[src/rtl/alu_pkg.sv]
// rtl/alu_pkg.sv - shared width, opcode and scheduler state types for alu_ctrl
package alu_pkg;

  localparam int W = 4;

  typedef enum logic [1:0] {
    OP_NOT = 2'b00,
    OP_AND = 2'b01,
    OP_OR  = 2'b10,
    OP_ADD = 2'b11
  } alu_op_e;

  typedef enum logic [1:0] {
    IDLE = 2'b00,
    EXEC = 2'b01,
    RESP = 2'b10
  } alu_ctrl_state_e;

endpackage

[src/rtl/alu_core.sv]
// rtl/alu_core.sv - stateless 4-function ALU (NOT, AND, OR, ADD with carry out)
module alu_core
  import alu_pkg::*;
(
  input  alu_op_e      op,
  input  logic [W-1:0] a,
  input  logic [W-1:0] b,
  output logic [W-1:0] y,
  output logic         carry
);

  // carry is only meaningful for ADD and reads 0 for the logic ops
  always_comb begin
    y     = '0;
    carry = 1'b0;
    case (op)
      OP_NOT:  y = ~a;
      OP_AND:  y = a & b;
      OP_OR:   y = a | b;
      OP_ADD:  {carry, y} = {1'b0, a} + {1'b0, b};
      default: y = '0;
    endcase
  end

endmodule

[src/rtl/alu_ctrl.sv]
// rtl/alu_ctrl.sv - round-robin two-port scheduler for the shared ALU; flags under ALU_CTRL_FLAGS_EN
module alu_ctrl
  import alu_pkg::*;
(
  input  logic           clk,
  input  logic           rst_n,
  input  logic [1:0]     req_valid,
  output logic [1:0]     req_ready,
  input  logic [3:0]     req_op,
  input  logic [2*W-1:0] req_a,
  input  logic [2*W-1:0] req_b,
  output logic           rsp_valid,
  input  logic           rsp_ready,
  output logic           rsp_id,
  output logic [W-1:0]   rsp_data
`ifdef ALU_CTRL_FLAGS_EN
  ,
  output logic           rsp_zero,
  output logic           rsp_carry
`endif
);

  alu_ctrl_state_e state, state_nxt;
  logic            last_grant;
  logic            grant;
  logic            accept;
  alu_op_e         lat_op;
  logic [W-1:0]    lat_a;
  logic [W-1:0]    lat_b;
  logic [W-1:0]    core_y;
  logic            core_carry;

  // On a tie the requester that did not win last time goes first.
  assign grant = (req_valid == 2'b11) ? ~last_grant : req_valid[1];

  always_comb begin
    state_nxt = state;
    req_ready = 2'b00;
    accept    = 1'b0;
    case (state)
      IDLE: begin
        if (|req_valid) begin
          accept    = 1'b1;
          req_ready = grant ? 2'b10 : 2'b01;
          state_nxt = EXEC;
        end
      end
      EXEC:    state_nxt = RESP;
      RESP:    if (rsp_ready) state_nxt = IDLE;
      default: state_nxt = IDLE;
    endcase
  end

  assign rsp_valid = (state == RESP);

  always_ff @(posedge clk or negedge rst_n) begin
    if (!rst_n) state <= IDLE;
    else        state <= state_nxt;
  end

  // last_grant doubles as the owner id of the operation in flight
  always_ff @(posedge clk or negedge rst_n) begin
    if (!rst_n) begin
      last_grant <= 1'b1;
      lat_op     <= OP_NOT;
      lat_a      <= '0;
      lat_b      <= '0;
    end else if (accept) begin
      last_grant <= grant;
      lat_op     <= alu_op_e'(grant ? req_op[3:2] : req_op[1:0]);
      lat_a      <= grant ? req_a[2*W-1:W] : req_a[W-1:0];
      lat_b      <= grant ? req_b[2*W-1:W] : req_b[W-1:0];
    end
  end

  alu_core u_core (
    .op    (lat_op),
    .a     (lat_a),
    .b     (lat_b),
    .y     (core_y),
    .carry (core_carry)
  );

  always_ff @(posedge clk or negedge rst_n) begin
    if (!rst_n) begin
      rsp_data <= '0;
      rsp_id   <= 1'b0;
    end else if (state == EXEC) begin
      rsp_data <= core_y;
      rsp_id   <= last_grant;
    end
  end

`ifdef ALU_CTRL_FLAGS_EN
  always_ff @(posedge clk or negedge rst_n) begin
    if (!rst_n) begin
      rsp_zero  <= 1'b0;
      rsp_carry <= 1'b0;
    end else if (state == EXEC) begin
      rsp_zero  <= (core_y == '0);
      rsp_carry <= core_carry;
    end
  end
`else
  logic unused_carry;
  assign unused_carry = core_carry;
`endif

endmodule

[config.mk]
export PLATFORM = sky130hd
export DESIGN_NAME = alu_ctrl
export DESIGN_NICKNAME = d
export VERILOG_FILES = /design/src/rtl/alu_pkg.sv /design/src/rtl/alu_core.sv /design/src/rtl/alu_ctrl.sv
export SDC_FILE = /design/constraint.sdc
export NUM_CORES = 1
export LEC_CHECK = 0
export CORE_UTILIZATION = 46
export CTS_CLUSTER_SIZE = 14
export DETAILED_ROUTE_END_ITERATION = 7
export GPL_ROUTABILITY_DRIVEN = 0
export PLACE_DENSITY = 0.78
export SYNTH_ARGS = -nofsm -noshare
export SYNTH_HDL_FRONTEND = slang
export SYNTH_SLANG_ARGS = --single-unit
[constraint.sdc]
create_clock -name clk -period 2.1 [get_ports clk]
set_input_delay 0.42 -clock clk [delete_from_list [all_inputs] [get_ports clk]]
set_output_delay 0.42 -clock clk [all_outputs]
set_load 0.02 [all_outputs]
* Word-level counts from Yosys, hierarchy flattened
Cells that the tools add are included.
Word-level totals: flip-flop bits (word level) 18, output and inout bits 8
Operators by class: add/subtract/negate cells 1, equality and inequality tests 8, muxes and demuxes 13, bitwise operators 4, reductions and logical operators 4
Operator list (number):
- case mux 4 bit (4 select lines) | 1
- 2-to-1 mux 2 bit | 6
- == test 2 bit (second input constant) | 4
- 2-to-1 mux 4 bit | 2
- case mux 2 bit (3 select lines) | 1
- adder 4 bit | 1
- bitwise AND 4 bit | 1
- == test 2 x 1 -> 1 bit (second input constant) | 2
- zero test 2 bit | 2
- inverter 4 bit | 1
- OR 4 bit | 1
- 2-to-1 mux 1 bit | 3
- != test 2 x 1 -> 1 bit (second input constant) | 1
- != test 2 bit (second input constant) | 1
- AND reduction 2 bit | 1
- OR reduction 2 bit | 1
- inverter 1 bit | 1

* Logic depth before layout (Yosys ltp)
Gate-level depths: netlist (run 1).
word-level depth 5, mapped depth 6, depth with buffers taken out 6

* Hierarchy
A second synthesis (run 1) with hierarchy kept.
Unflattened totals: cell total of the unflattened synthesis 125, area, all modules 1193.6 um^2
By module, submodules not included:
- alu_ctrl | times used 1, cells each 84, area an instance 863.3 um^2
- alu_core | times used 1, cells each 41, area an instance 330.3 um^2

* Worst setup path before layout (run 1)
Ideal clock, no wire load.
kind register to register, start reg lat_a[0], end reg rsp_data[1], data arrival time 1.625 ns, required time 2.017 ns, setup slack 0.393 ns, cell stages (with the launch flop) 6, buffers on the path 0, clock period less this slack 1.707 ns, cell sequence dfrtp_1 -> ha_1 -> inv_1 -> fa_1 -> mux4_2 -> o21ai_0
On the way: cells in the longest elaborated chain, start to end 2
RTL lines:
- start, declared | line alu_ctrl.sv:28 | logic [W-1:0] lat_a;
- start signal, assigned | line alu_ctrl.sv:71 | lat_a <= grant ? req_a[2*W-1:W] : req_a[W-1:0];
- adder 4 bit | line alu_core.sv:20 | OP_ADD: {carry, y} = {1'b0, a} + {1'b0, b};
- case mux 4 bit (4 select lines) | line alu_core.sv:16 | case (op)
- end signal, assigned | line alu_ctrl.sv:89 | rsp_data <= core_y;
- end, declared | line alu_ctrl.sv:15 | output logic [W-1:0] rsp_data
No other way between the ends. A chain may end at the register's enable or synchronous reset.

* Final worst setup path (run 1)
start in req_valid[1], end out req_ready[0]
On the way: cells in the longest elaborated chain, start to end 5, elaborated cells between the ends (all ways) 6, classes of those cells eq/ne (1); mux (4); reduce/logical (1)
RTL lines:
- start, declared | line alu_ctrl.sv:7 | input logic [1:0] req_valid,
- == test 2 bit | line alu_ctrl.sv:34 | assign grant = (req_valid == 2'b11) ? ~last_grant : req_valid[1];
- 2-to-1 mux 1 bit | line alu_ctrl.sv:34
- 2-to-1 mux 2 bit | line alu_ctrl.sv:44 | req_ready = grant ? 2'b10 : 2'b01;
- 2-to-1 mux 2 bit (*) | line alu_ctrl.sv:42 | if (|req_valid) begin
- 2-to-1 mux 2 bit (*) | line alu_ctrl.sv:40 | case (state)
- end, declared | line alu_ctrl.sv:8 | output logic [1:0] req_ready,
Mark *: on every way between the ends. The rest lies on a longest branch, timed or not.

==> results.py, run 1 <==
metrics = {
    "synth": {
        "synth_area_leaders": "dfrtp_1 (38%), ha_1 (9.0%), mux2i_1 (8.1%), inv_1 (6.7%), mux4_2 (6.1%)",
        "syn_area_um2": 1110,
        "yosysWarnings": 0,
        "synth_edf_count": 0,
        "ys_async_sr_fraction_pct": 100,
        "synth_cells": 105,
        "yosysSeqAreaShare_pct": 40.6,
        "synthAdderAreaFrac_pct": 10.8,
        "synth_top_area_share_pct": 38.2,
        "ys_dominant_reg_cell": "dfrtp_1",
        "synth_nets": 139,
        "synth_top_family_by_area": "multiplexers",
        "syn_area_per_cell_um2": 10.6,
        "synth_cell_type_count": 28,
        "ys_seq_elements": 18,
        "yosysTopAreaCell": "dfrtp_1",
        "synth_xor_area_share_pct": 0.787,
        "synthSimpleGateAreaFrac_pct": 9.56,
        "synthMuxAreaShare_pct": 15.2,
        "synth_compound_area_share_pct": 13.6,
    },
    "worst_hold_path": {
        "min_path_type": "in -> async",
    },
    "route": {
        "ant_nets": 0,
        "vias": 899,
        "top_layer": "met4",
        "wl_per_cell_um": 12.6,
        "first_pass_iters": 4,
        "viasPerCell": 5.29,
        "wl_met3_um": 86,
        "drt_iter0_drc": 11,
        "routed-wl-met2_um": 1100,
        "routed_wl_um": 2140,
        "wl_met1_um": 897,
        "drc": 0,
    },
    "global_route": {
        "first_global_vias": 901,
        "track_usage_pct": 20.7,
        "grt-ovfl-total": 0,
        "antenna_found_initial": 0,
        "grt_pass1_wl_um": 3850,
        "grt_max_degree": 19,
    },
    "clock_network": {
        "cts_buffer_depth": 2,
        "cts.sink_count": 18,
        "holdBufCountCts": 0,
        "cts.clk_slew.worst_paths_ps": 100,
        "cts_resized": 2,
        "htreeDepth": 1,
        "numCtsBuffers": 3,
        "clkLatencyLatePin_ps": 300,
        "root_buffer": "clkbuf_4",
        "postCtsSetupRepairBufs": 0,
        "cts_tree": "yes",
    },
    "power_and_ir_drop": {
        "vdd_ir_drop_max_mv": 0.704,
        "p_leak_nw": 0.731,
        "power_density_nw_per_um2": 1360,
        "power_mw": 2.03,
    },
    "layout": {
        "drive_gt1_share_pct": 12.0,
        "fin_area_um2": 1500,
        "regArea_um2": 452,
        "area_growth_pct": 34.9,
        "diodes": 0,
        "nets": 177,
        "multiInputGateArea_um2": 556,
        "n_fill_cell": 189,
    },
    "floorplan": {
        "die_y_um": 51.2,
        "core-area_um2": 2250,
        "dieArea_um2": 2620,
        "pin_count": 33,
        "placement_rows": 17,
        "start_util_pct": 49.3,
        "die_w_um": 51.2,
    },
    "sta": {
        "slew_viol_final": 0,
        "final_hold_viol_count": 0,
        "fin_ws_ps": 69.0,
        "rsz0062_at_grt": "no",
        "worstMarginPinSlew_ps": 306,
        "slew_headroom_pct": 79.4,
        "max_freq_mhz": 492,
        "fin_crit_ps": 2030,
        "finalSetupViolations": 0,
        "period_share_pct": 96.7,
        "fin_worst_skew_ps": 3.53,
    },
    "critical_path": {
        "arrival_ps": 1610,
        "cp-start-kind": "primary input",
        "worstSetupEndpointType": "output pin",
        "crit_required_ps": 1680,
        "critical_path_class": "in -> out",
        "r2r_slack_ps": 230,
        "crit_fanout": 4,
    },
    "placed_design": {
        "place_hpwl_um": 1710,
        "port_buffers": 32,
        "placed_cell_area_um2": 1480,
        "pre_cts_slack_ps": -213,
    },
    "run_status": {
        "outcome": "completed",
    },
    "run": {
        "maxCapViolCount": 0,
    },
}
final cells by class:
| type | count | share of cell area, % |
|---|---|---|
| tap | 28 | 2.34 |
| inverter | 20 | 5.00 |
| multi-input combinational | 63 | 37.0 |
| clock buffer | 4 | 1.75 |
| sequential | 18 | 30.1 |
| timing repair buffer | 37 | 23.8 |
state kept, by name, summed over array words and instances, names as in the netlist:
| signal | flops |
|---|---|
| state | 2 |
| lat_b | 4 |
| lat_a | 4 |
| rsp_data | 4 |
| rsp_id | 1 |
| last_grant | 1 |
| lat_op | 2 |
Yosys cell counts, drive strengths merged, types with 2 or more instances:
cell type	n
a21o	2
a221o	5
buf	2
clkbuf	2
dfrtp	17
ha	8
inv	20
mux2i	9
mux4	3
nand2	4
nor2	4
nor3	5
o21ai	10
or2	2
placed cells by master (no fill, tap or decap), drive strengths merged, types with 2 or more instances in the layout:
master         count
clkbuf             4
inv               20
dfrtp             17
o21ai             10
mux4               3
ha                 8
nand2              4
nor3               5
or2                2
buf                5
clkdlybuf4s50     30
a21o               2
mux2i              9
a221o              5
nor2               4
worst paths after layout:
kind,start,endpoint,cells past startpoint
setup / recovery,req_valid[1],req_ready[0],4
hold / removal,rst_n,rsp_data[3]$_DFFE_PN0N_,2
setup reg to reg,lat_a[0]$_DFFE_PN0P_,rsp_data[2]$_DFFE_PN0N_,6
hold reg to reg,rsp_data[1]$_DFFE_PN0N_,rsp_data[1]$_DFFE_PN0N_,2
max in group asynchronous,rst_n,last_grant$_DFFE_PN1P_,2
min in group clk,rsp_data[1]$_DFFE_PN0N_,rsp_data[1]$_DFFE_PN0N_,2
report_power, final:
group / total [mW] / switching, mW / leakage, nW / internal (mW)
Combinational: 1.18 / 0.559 / 0.499 / 0.623
Clock: 0.181 / 0.107 / 0.0150 / 0.0741
Sequential: 0.671 / 0.143 / 0.217 / 0.528
Total: 2.03 / 0.809 / 0.731 / 1.23
critical path, stage by stage:
cell and delay, ps:
clkdlybuf4s50_1 460, a21bo_2 240, nor3b_2 160, dlygate4sd2_1 320
per-layer routing:
layer | vias to the layer above | GRT usage [%]
met5 | - | 0
met4 | 0 | 14.4
met3 | 5 | 3.57
met2 | 25 | 36.0
met1 | 433 | 22.6
li1 | 436 | -
cell families (layout without fill, tap and decap cells):
kind of cell / after synthesis / in the layout
simple gates: 19 / 19
mux: 13 / 13
flops: 18 / 18
buf+inv: 24 / 61
xor+xnor: 1 / 1
compound gates: 21 / 21
fa+ha+maj: 9 / 9
through the flow:
| step | setup TNS (ps) | utilization, % | hold slack [ps] | instances |
|---|---|---|---|---|
| after floorplan | 0 | - | 124 | 105 |
| after CTS | 0 | 66.5 | 435 | 170 |
| final | 0 | 66.5 | 433 | 170 |
| after detailed placement | -425 | 65.4 | 469 | 166 |
| after global placement | -359 | 65.4 | 461 | 166 |
| after global routing | 0 | 66.5 | 439 | 170 |
Power figures use the tool's default switching activity.
==> run 2: changes to the inputs <==
- CAP_MARGIN: unset -> 20
- SLEW_MARGIN: unset -> 0
==> results of run 2 <==
Final layout, timing and power as in run 1 (identical DEF).
==> run 3: changes to the inputs <==
- GPL_ROUTABILITY_DRIVEN: 0 -> unset
==> results of run 3 <==
Final layout, timing and power as in run 1 (identical DEF).
